`src/rtl/mmio_monitor_pkg.sv`:
```
// Shared types and constants for the MMIO loopback monitor.
// Optional timestamping is enabled with MMIO_MONITOR_TIMESTAMP_EN.
package mmio_monitor_pkg;

  typedef enum logic [1:0] {
    LOOPBACK = 2'b00,
    EXTERNAL = 2'b01,
    FREEZE   = 2'b10
  } mmio_mode_t;

  localparam logic [1:0] MODE_LOOPBACK = 2'b00;
  localparam logic [1:0] MODE_EXTERNAL = 2'b01;
  localparam logic [1:0] MODE_FREEZE   = 2'b10;
  localparam logic [1:0] MODE_RSVD     = 2'b11;

  localparam int EVT_CNT_W  = 32;
  localparam int COAL_CNT_W = 16;
  localparam int TIME_W     = 32;

  // Channel index width, never narrower than one bit.
  function automatic int ch_width(input int n);
    return (n > 1) ? $clog2(n) : 1;
  endfunction

endpackage

```
`src/rtl/mmio_monitor_event_fifo.sv`:
```
// Non-fall-through circular event FIFO with registered head outputs.
module mmio_event_fifo #(
  parameter int WIDTH     = 37,
  parameter int LOG_DEPTH = 4
) (
  input  logic             clk,
  input  logic             rst_n,
  input  logic             push,
  input  logic [WIDTH-1:0] wdata,
  input  logic             pop,
  output logic             full,
  output logic             valid,
  output logic [WIDTH-1:0] head
);
  localparam int DEPTH = 2 ** LOG_DEPTH;

  logic [WIDTH-1:0] mem [DEPTH];
  logic [LOG_DEPTH:0] wr_ptr, rd_ptr, wr_nxt, rd_nxt;
  logic empty, push_ok, pop_ok;
  logic [WIDTH-1:0] head_nxt;

  assign empty   = (wr_ptr == rd_ptr);
  assign full    = (wr_ptr[LOG_DEPTH] != rd_ptr[LOG_DEPTH]) &&
                   (wr_ptr[LOG_DEPTH-1:0] == rd_ptr[LOG_DEPTH-1:0]);
  assign pop_ok  = pop && !empty;
  assign push_ok = push && (!full || pop_ok);
  assign wr_nxt  = wr_ptr + {{LOG_DEPTH{1'b0}}, push_ok};
  assign rd_nxt  = rd_ptr + {{LOG_DEPTH{1'b0}}, pop_ok};

  // Bypass the write when it lands exactly at the next head slot.
  assign head_nxt = (push_ok && (wr_ptr[LOG_DEPTH-1:0] == rd_nxt[LOG_DEPTH-1:0]))
                  ? wdata : mem[rd_nxt[LOG_DEPTH-1:0]];

  always_ff @(posedge clk) begin
    if (push_ok) mem[wr_ptr[LOG_DEPTH-1:0]] <= wdata;
  end

  always_ff @(posedge clk or negedge rst_n) begin
    if (!rst_n) begin
      wr_ptr <= '0;
      rd_ptr <= '0;
      valid  <= 1'b0;
      head   <= '0;
    end else begin
      wr_ptr <= wr_nxt;
      rd_ptr <= rd_nxt;
      valid  <= (wr_nxt != rd_nxt);
      head   <= (wr_nxt != rd_nxt) ? head_nxt : '0;
    end
  end

endmodule

```
`src/rtl/mmio_loopback_monitor.sv`:
```
// MMIO source mux plus change-event capture into a FIFO.
// Define MMIO_MONITOR_TIMESTAMP_EN to add per-event cycle timestamps on evt_time_o.
module mmio_loopback_monitor
  import mmio_monitor_pkg::*;
#(
  parameter int CHANNELS   = 8,
  parameter int DATA_WIDTH = 32,
  parameter int LOG_DEPTH  = 4,
  localparam int CH_W      = ch_width(CHANNELS)
) (
  input  logic                                clk,
  input  logic                                rst_n,
  input  logic [CHANNELS-1:0][DATA_WIDTH-1:0] mmio_out_i,
  output logic [CHANNELS-1:0][DATA_WIDTH-1:0] mmio_in_o,
  input  logic [CHANNELS-1:0][1:0]            mode_i,
  input  logic [CHANNELS-1:0][DATA_WIDTH-1:0] ext_data_i,
  output logic                                evt_valid_o,
  input  logic                                evt_ready_i,
  output logic [CH_W-1:0]                     evt_channel_o,
  output logic [DATA_WIDTH-1:0]               evt_data_o,
`ifdef MMIO_MONITOR_TIMESTAMP_EN
  output logic [TIME_W-1:0]                   evt_time_o,
`endif
  output logic [EVT_CNT_W-1:0]                evt_count_o,
  output logic [COAL_CNT_W-1:0]               coalesce_count_o
);

  typedef struct packed {
    logic [CH_W-1:0]       channel;
    logic [DATA_WIDTH-1:0] data;
`ifdef MMIO_MONITOR_TIMESTAMP_EN
    logic [TIME_W-1:0]     stamp;
`endif
  } evt_t;

  logic [CHANNELS-1:0][DATA_WIDTH-1:0] prev_q, snap;
  logic [CHANNELS-1:0] pending, change, pushed, coal_hit;
  logic [CH_W-1:0] push_idx;
  logic push_fire, fifo_full;
  logic [5:0] coal_add;
  logic [COAL_CNT_W:0] coal_sum;
  evt_t wr_evt, head_evt;

`ifdef MMIO_MONITOR_TIMESTAMP_EN
  logic [TIME_W-1:0] cycle_q;
  logic [CHANNELS-1:0][TIME_W-1:0] snap_time;

  always_ff @(posedge clk or negedge rst_n) begin
    if (!rst_n) cycle_q <= '0;
    else        cycle_q <= cycle_q + 1'b1;
  end
`endif

  // Per-channel source mux, change detect and pending snapshot.
  for (genvar c = 0; c < CHANNELS; c++) begin : g_ch
    assign change[c]   = (mmio_out_i[c] != prev_q[c]);
    assign pushed[c]   = push_fire && (push_idx == CH_W'(c));
    assign coal_hit[c] = change[c] && pending[c] && !pushed[c];

    always_ff @(posedge clk or negedge rst_n) begin
      if (!rst_n) begin
        mmio_in_o[c] <= '0;
        prev_q[c]    <= '0;
        snap[c]      <= '0;
        pending[c]   <= 1'b0;
      end else begin
        case (mmio_mode_t'(mode_i[c]))
          LOOPBACK: mmio_in_o[c] <= mmio_out_i[c];
          EXTERNAL: mmio_in_o[c] <= ext_data_i[c];
          default:  mmio_in_o[c] <= mmio_in_o[c];
        endcase
        prev_q[c] <= mmio_out_i[c];
        if (change[c]) begin
          pending[c] <= 1'b1;
          snap[c]    <= mmio_out_i[c];
        end else if (pushed[c]) begin
          pending[c] <= 1'b0;
        end
      end
    end

`ifdef MMIO_MONITOR_TIMESTAMP_EN
    always_ff @(posedge clk or negedge rst_n) begin
      if (!rst_n)         snap_time[c] <= '0;
      else if (change[c]) snap_time[c] <= cycle_q;
    end
`endif
  end

  // Lowest pending index wins.
  always_comb begin
    push_idx = '0;
    for (int c = CHANNELS - 1; c >= 0; c--)
      if (pending[c]) push_idx = CH_W'(c);
  end

  assign push_fire = (|pending) && (!fifo_full || (evt_valid_o && evt_ready_i));

  always_comb begin
    wr_evt         = '0;
    wr_evt.channel = push_idx;
    wr_evt.data    = snap[push_idx];
`ifdef MMIO_MONITOR_TIMESTAMP_EN
    wr_evt.stamp   = snap_time[push_idx];
`endif
  end

  // Several channels may coalesce in the same cycle.
  always_comb begin
    coal_add = '0;
    for (int c = 0; c < CHANNELS; c++) coal_add = coal_add + 6'(coal_hit[c]);
  end
  assign coal_sum = {1'b0, coalesce_count_o} + (COAL_CNT_W + 1)'(coal_add);

  always_ff @(posedge clk or negedge rst_n) begin
    if (!rst_n) begin
      evt_count_o      <= '0;
      coalesce_count_o <= '0;
    end else begin
      if (push_fire) evt_count_o <= evt_count_o + 1'b1;
      coalesce_count_o <= coal_sum[COAL_CNT_W] ? '1 : coal_sum[COAL_CNT_W-1:0];
    end
  end

  mmio_event_fifo #(
    .WIDTH     ($bits(evt_t)),
    .LOG_DEPTH (LOG_DEPTH)
  ) u_fifo (
    .clk   (clk),
    .rst_n (rst_n),
    .push  (push_fire),
    .wdata (wr_evt),
    .pop   (evt_ready_i),
    .full  (fifo_full),
    .valid (evt_valid_o),
    .head  (head_evt)
  );

  assign evt_channel_o = head_evt.channel;
  assign evt_data_o    = head_evt.data;
`ifdef MMIO_MONITOR_TIMESTAMP_EN
  assign evt_time_o    = head_evt.stamp;
`endif

endmodule

```
`config.mk`:
```
export PLATFORM = sky130hd
export DESIGN_NAME = mmio_loopback_monitor
export DESIGN_NICKNAME = d
export VERILOG_FILES = /design/src/rtl/mmio_monitor_pkg.sv /design/src/rtl/mmio_monitor_event_fifo.sv /design/src/rtl/mmio_loopback_monitor.sv
export SDC_FILE = /design/constraint.sdc
export NUM_CORES = 2
export LEC_CHECK = 0
export CAP_MARGIN = 20
export CORE_MARGIN = 2
export CORE_UTILIZATION = 49
export DETAILED_ROUTE_END_ITERATION = 10
export GPL_TIMING_DRIVEN = 1
export PLACE_DENSITY_LB_ADDON = 0.15
export SYNTH_ARGS = -nofsm -noshare
export SYNTH_HDL_FRONTEND = slang
export SYNTH_SLANG_ARGS = --single-unit
```
`constraint.sdc`:
```
create_clock -name clk -period 5.3 [get_ports clk]
set_input_delay 0.795 -clock clk [delete_from_list [all_inputs] [get_ports clk]]
set_output_delay 0.795 -clock clk [all_outputs]
set_load 0.02 [all_outputs]
```
==> metrics.txt <==
# TYPE chip_impl_metric gauge
chip_impl_metric{name="rows",unit=""} 126
chip_impl_metric{name="finish.net_count",unit=""} 5384
chip_impl_info{name="root_buffer",value="sky130_fd_sc_hd__clkbuf_16"} 1
chip_impl_metric{name="remaining_global_route_overflow",unit=""} 0
chip_impl_metric{name="final.setup.tns",unit="ps"} 0
chip_impl_metric{name="worstMarginPinSlew",unit="ps"} 1100
chip_impl_metric{name="critical_path_peak_fanout",unit=""} 8
chip_impl_metric{name="area_growth",unit="%"} 29.1
chip_impl_metric{name="ys_seq_area_share",unit="%"} 66.5
chip_impl_metric{name="post-place-cells",unit=""} 6216
chip_impl_metric{name="critPathMaxStageDelay",unit="ps"} 510
chip_impl_metric{name="post_cts.repair.setup_buffers",unit=""} 0
chip_impl_info{name="cp_slowest_cell",value="sky130_fd_sc_hd__fa_1"} 1
chip_impl_info{name="start_to_end_type_of_the_worst_setup_path",value="in2reg"} 1
chip_impl_metric{name="route.vias.total",unit=""} 37100
chip_impl_metric{name="layout.cell_area.non_filler",unit="um^2"} 74900
chip_impl_metric{name="clk_pin_slew",unit="ps"} 70
chip_impl_info{name="postSynth.topFlopCell",value="sky130_fd_sc_hd__dfrtp_1"} 1
chip_impl_metric{name="die_height",unit="um"} 348
chip_impl_metric{name="io_port_bufs",unit=""} 870
chip_impl_metric{name="worst_slew_margin_rel",unit="%"} 26.8
chip_impl_metric{name="place_congestion",unit=""} 0.929
chip_impl_metric{name="ports",unit=""} 871
chip_impl_metric{name="finalHoldViolCount",unit=""} 0
chip_impl_metric{name="max_freq",unit="GHz"} 0.199
chip_impl_metric{name="die-width",unit="um"} 348
chip_impl_info{name="grt_setup_unrepaired",value="false"} 1
chip_impl_metric{name="ctsHtreeMaxLevel",unit=""} 4
chip_impl_metric{name="detail_route.vias_per_cell",unit=""} 5.69
chip_impl_metric{name="detailedPlacementHpwl",unit="um"} 136000
chip_impl_metric{name="power.ir.vdd_worst",unit="uV"} 502
chip_impl_metric{name="place_ws",unit="ps"} -990
chip_impl_metric{name="finish.cell_count_without_fillers",unit=""} 6514
chip_impl_metric{name="initialDrtViolationCount",unit=""} 3580
chip_impl_metric{name="synth_area_per_cell",unit="um^2"} 15.3
chip_impl_metric{name="synthesis.area",unit="um^2"} 58000
chip_impl_metric{name="synth.lib_cells_used.distinct",unit=""} 52
chip_impl_info{name="timing.hold.worst.class",value="in2reg"} 1
chip_impl_metric{name="slew_violations",unit=""} 0
chip_impl_metric{name="design_power_total",unit="W"} 0.0348
chip_impl_metric{name="grt_first_pass_wirelength",unit="um"} 271000
chip_impl_metric{name="fin_worst_skew",unit="ps"} 29.5
chip_impl_metric{name="globalRouteTotalUtil",unit="%"} 31.4
chip_impl_info{name="critical_path.cell_chain",value="clkdlybuf4s50_1 > xnor2_1 > nand4_1 > nor4_4 > buf_4 > a21oi_1 > fa_1 > inv_1 > fa_1 > inv_1 > fa_1 > inv_1 > fa_1 > inv_1 > fa_1 > a21o_1 > a21oi_1 > nand2b_1 > or3_1 > buf_4 > nand2_1"} 1
chip_impl_info{name="min_from",value="mode_i[9]"} 1
chip_impl_metric{name="syn_nets",unit=""} 4337
chip_impl_metric{name="numCtsBuffers",unit=""} 152
chip_impl_metric{name="timing.critical_path.buf_inv",unit=""} 7
chip_impl_metric{name="drt_drc_violations_left",unit=""} 0
chip_impl_metric{name="grt_antenna_before_repair",unit=""} 31
chip_impl_metric{name="report.final.setup_viol",unit=""} 0
chip_impl_info{name="worst_setup_path_startpoint",value="mmio_out_i[90]"} 1
chip_impl_metric{name="critical_path_arrival",unit="ps"} 5720
chip_impl_metric{name="placedInstanceArea",unit="um^2"} 69800
chip_impl_metric{name="period_needed",unit="ps"} 5010
chip_impl_metric{name="floorplan.die_area",unit="um^2"} 121000
chip_impl_info{name="crit-reg2reg-launch",value="prev_q[90]"} 1
chip_impl_metric{name="power_leakage",unit="nW"} 29.2
chip_impl_metric{name="final.fill_count",unit=""} 8721
chip_impl_metric{name="wp_data_required",unit="ps"} 6010
chip_impl_metric{name="worstSkewPairLatency",unit="ps"} 780
chip_impl_metric{name="core",unit="um^2"} 118000
chip_impl_metric{name="synth_enable_flop_cells",unit=""} 560
chip_impl_info{name="cts_tree",value="built"} 1
chip_impl_metric{name="first_global_vias",unit=""} 37500
chip_impl_metric{name="power_per_cell_area",unit="nW/um^2"} 464
chip_impl_metric{name="drt-total-wl",unit="um"} 190000
chip_impl_metric{name="ant_nets",unit=""} 0
chip_impl_metric{name="cts_buffer_depth",unit=""} 3
chip_impl_info{name="crit_top_cell",value="sky130_fd_sc_hd__fa_1"} 1
chip_impl_metric{name="final.setup.worst_slack",unit="ps"} 286
chip_impl_metric{name="cts_num_sinks",unit=""} 1430
chip_impl_metric{name="post_route_cells_drive_above_1_share",unit="%"} 19.6
chip_impl_metric{name="firstDrtPassIters",unit=""} 5
chip_impl_metric{name="yosys_register_bits",unit=""} 1430
chip_impl_metric{name="largest_net_degree_at_the_start_of_global_routing",unit=""} 150
chip_impl_metric{name="detail_route.wl_per_cell",unit="um"} 29.1
chip_impl_metric{name="drv.max_cap_violation_count",unit=""} 0
chip_impl_metric{name="async_flop_share",unit="%"} 60.8
chip_impl_info{name="setup.worst_path.start_class",value="input pin"} 1
chip_impl_metric{name="start_util",unit="%"} 49.3
chip_impl_info{name="cpLargestDelayFamily",value="adder cells"} 1
chip_impl_metric{name="period_share",unit="%"} 94.6
chip_impl_info{name="critPathCaptureType",value="register"} 1
chip_impl_info{name="outcome",value="completed"} 1
chip_impl_metric{name="post_synth_inst_count",unit=""} 3790
chip_impl_metric{name="synth-warning-count",unit=""} 0
## cells in the final DEF, fill, tap and decap left out, drive strengths merged, types with 8 or more instances in the layout
master,count
a21oi,9
a22o,32
a31o,32
a31oi,33
and3,9
buf,243
bufinv,10
clkbuf,211
clkdlybuf4s50,853
clkinv,49
dfrtp,870
diode,16
edfxtp,560
ha,11
inv,27
mux2,257
mux2i,259
mux4,204
nand2,431
nand2b,8
nand3,55
nand4,73
nor2,23
nor3,12
nor3b,32
nor4,24
o21ai,267
xnor2,294
xor2,22
## routing by layer
metal  GRT usage (%)  share of wire, %  routed length (um)  up-vias
met4            12.6               4.0                7540       14
met2            52.9                50               95800     1513
met1            39.8                38               72000    19100
li1                -                 -                   -    16100
met5               0             0.052                  98        -
met3            6.39               7.5               14300      332
## cell families (layout without fill, tap and decap cells)
group / count (synthesis) / count (layout) / share of synthesized area (%)
multiplexers: 720 / 720 / 17.4
adder cells (fa/ha/maj): 16 / 16 / 0.410
other: 0 / 16 / 0
AND/OR/NAND/NOR: 688 / 688 / 5.43
XOR/XNOR: 316 / 316 / 4.78
AO/OA/AOI/OAI: 395 / 395 / 4.01
flip-flops: 1430 / 1430 / 66.5
buffers and inverters: 225 / 1397 / 1.51
## metrics by stage
step	hold WS, ps	utilization [%]
5_1_grt	348	63.6
2_1_floorplan	475	-
4_1_cts	486	63.5
6_report	334	63.6
3_5_place_dp	472	59.3
3_3_place_gp	464	59.3
## path summary, 6_finish.rpt
check / end / slack [ps] / cells after the start
worst min-delay path: mmio_in_o[140] / 330 / 2
min in group asynchronous: prev_q[142] / 580 / 2
worst max register to register: coalesce_count_o[4] / 330 / 20
worst max-delay path: coalesce_count_o[4] / 290 / 21
max in group asynchronous: snap[202] / 3370 / 3
worst min register to register: mmio_in_o[178] / 480 / 2
## area by class of cell
cell class	instances	area, um^2	share of cell area, %
inverter	21	81.3	0.109
timing repair buffer	1097	10500	14.1
tap	1536	1920	2.57
antenna	16	40.0	0.0535
sequential	1430	38600	51.5
multi-input combinational	2135	18700	25.0
clock buffer	211	4260	5.68
clock inverter	68	747	0.997
## where the power goes
group	internal, W	switching, W
Sequential	0.0131	0.000566
Combinational	0.00499	0.00546
Clock	0.00615	0.00449
## Yosys cell counts, drive strengths merged (2+ instances only)
cell / count / area, um^2
a211o: 3 / 26.3
a211oi: 3 / 22.5
a21o: 3 / 22.5
a21oi: 9 / 45.0
a22o: 32 / 280
a31o: 32 / 280
a31oi: 33 / 206
and2: 4 / 25.0
and3: 9 / 56.3
and4: 2 / 17.5
buf: 67 / 284
clkbuf: 137 / 514
dfrtp: 870 / 21800
edfxtp: 560 / 16800
fa: 5 / 100
ha: 11 / 138
inv: 20 / 75.1
mux2: 257 / 2890
mux2i: 259 / 2590
mux4: 204 / 4590
nand2: 431 / 1620
nand2b: 8 / 50.1
nand3: 55 / 275
nand4: 73 / 457
nor2: 23 / 86.3
nor2b: 7 / 43.8
nor3: 12 / 71.3
nor3b: 32 / 240
nor4: 24 / 156
o2111ai: 2 / 17.5
o211ai: 2 / 15.0
o21a: 2 / 15.0
o21ai: 267 / 1340
o21bai: 3 / 26.3
o31ai: 2 / 15.0
or2: 2 / 12.5
or3: 4 / 25.0
xnor2: 294 / 2570
xor2: 22 / 200
## state kept, by name, indices dropped and copies added (netlist names)
name	count
u_fifo.wr_ptr	5
prev_q	256
u_fifo.mem	560
mmio_in_o	256
snap	256
pending	8
u_fifo.head	35
u_fifo.valid	1
evt_count_o	32
u_fifo.rd_ptr	5
coalesce_count_o	16
## what timing repair did
action | CTS | global route
hold buffers | 1 | 0
gates resized for setup | 1 | 3
gates cloned | 0 | 0
endpoints found under the hold margin | 48 | 0
endpoints found under the setup margin | 16 | 14
No activity file was read; power rests on OpenSTA's default activity.
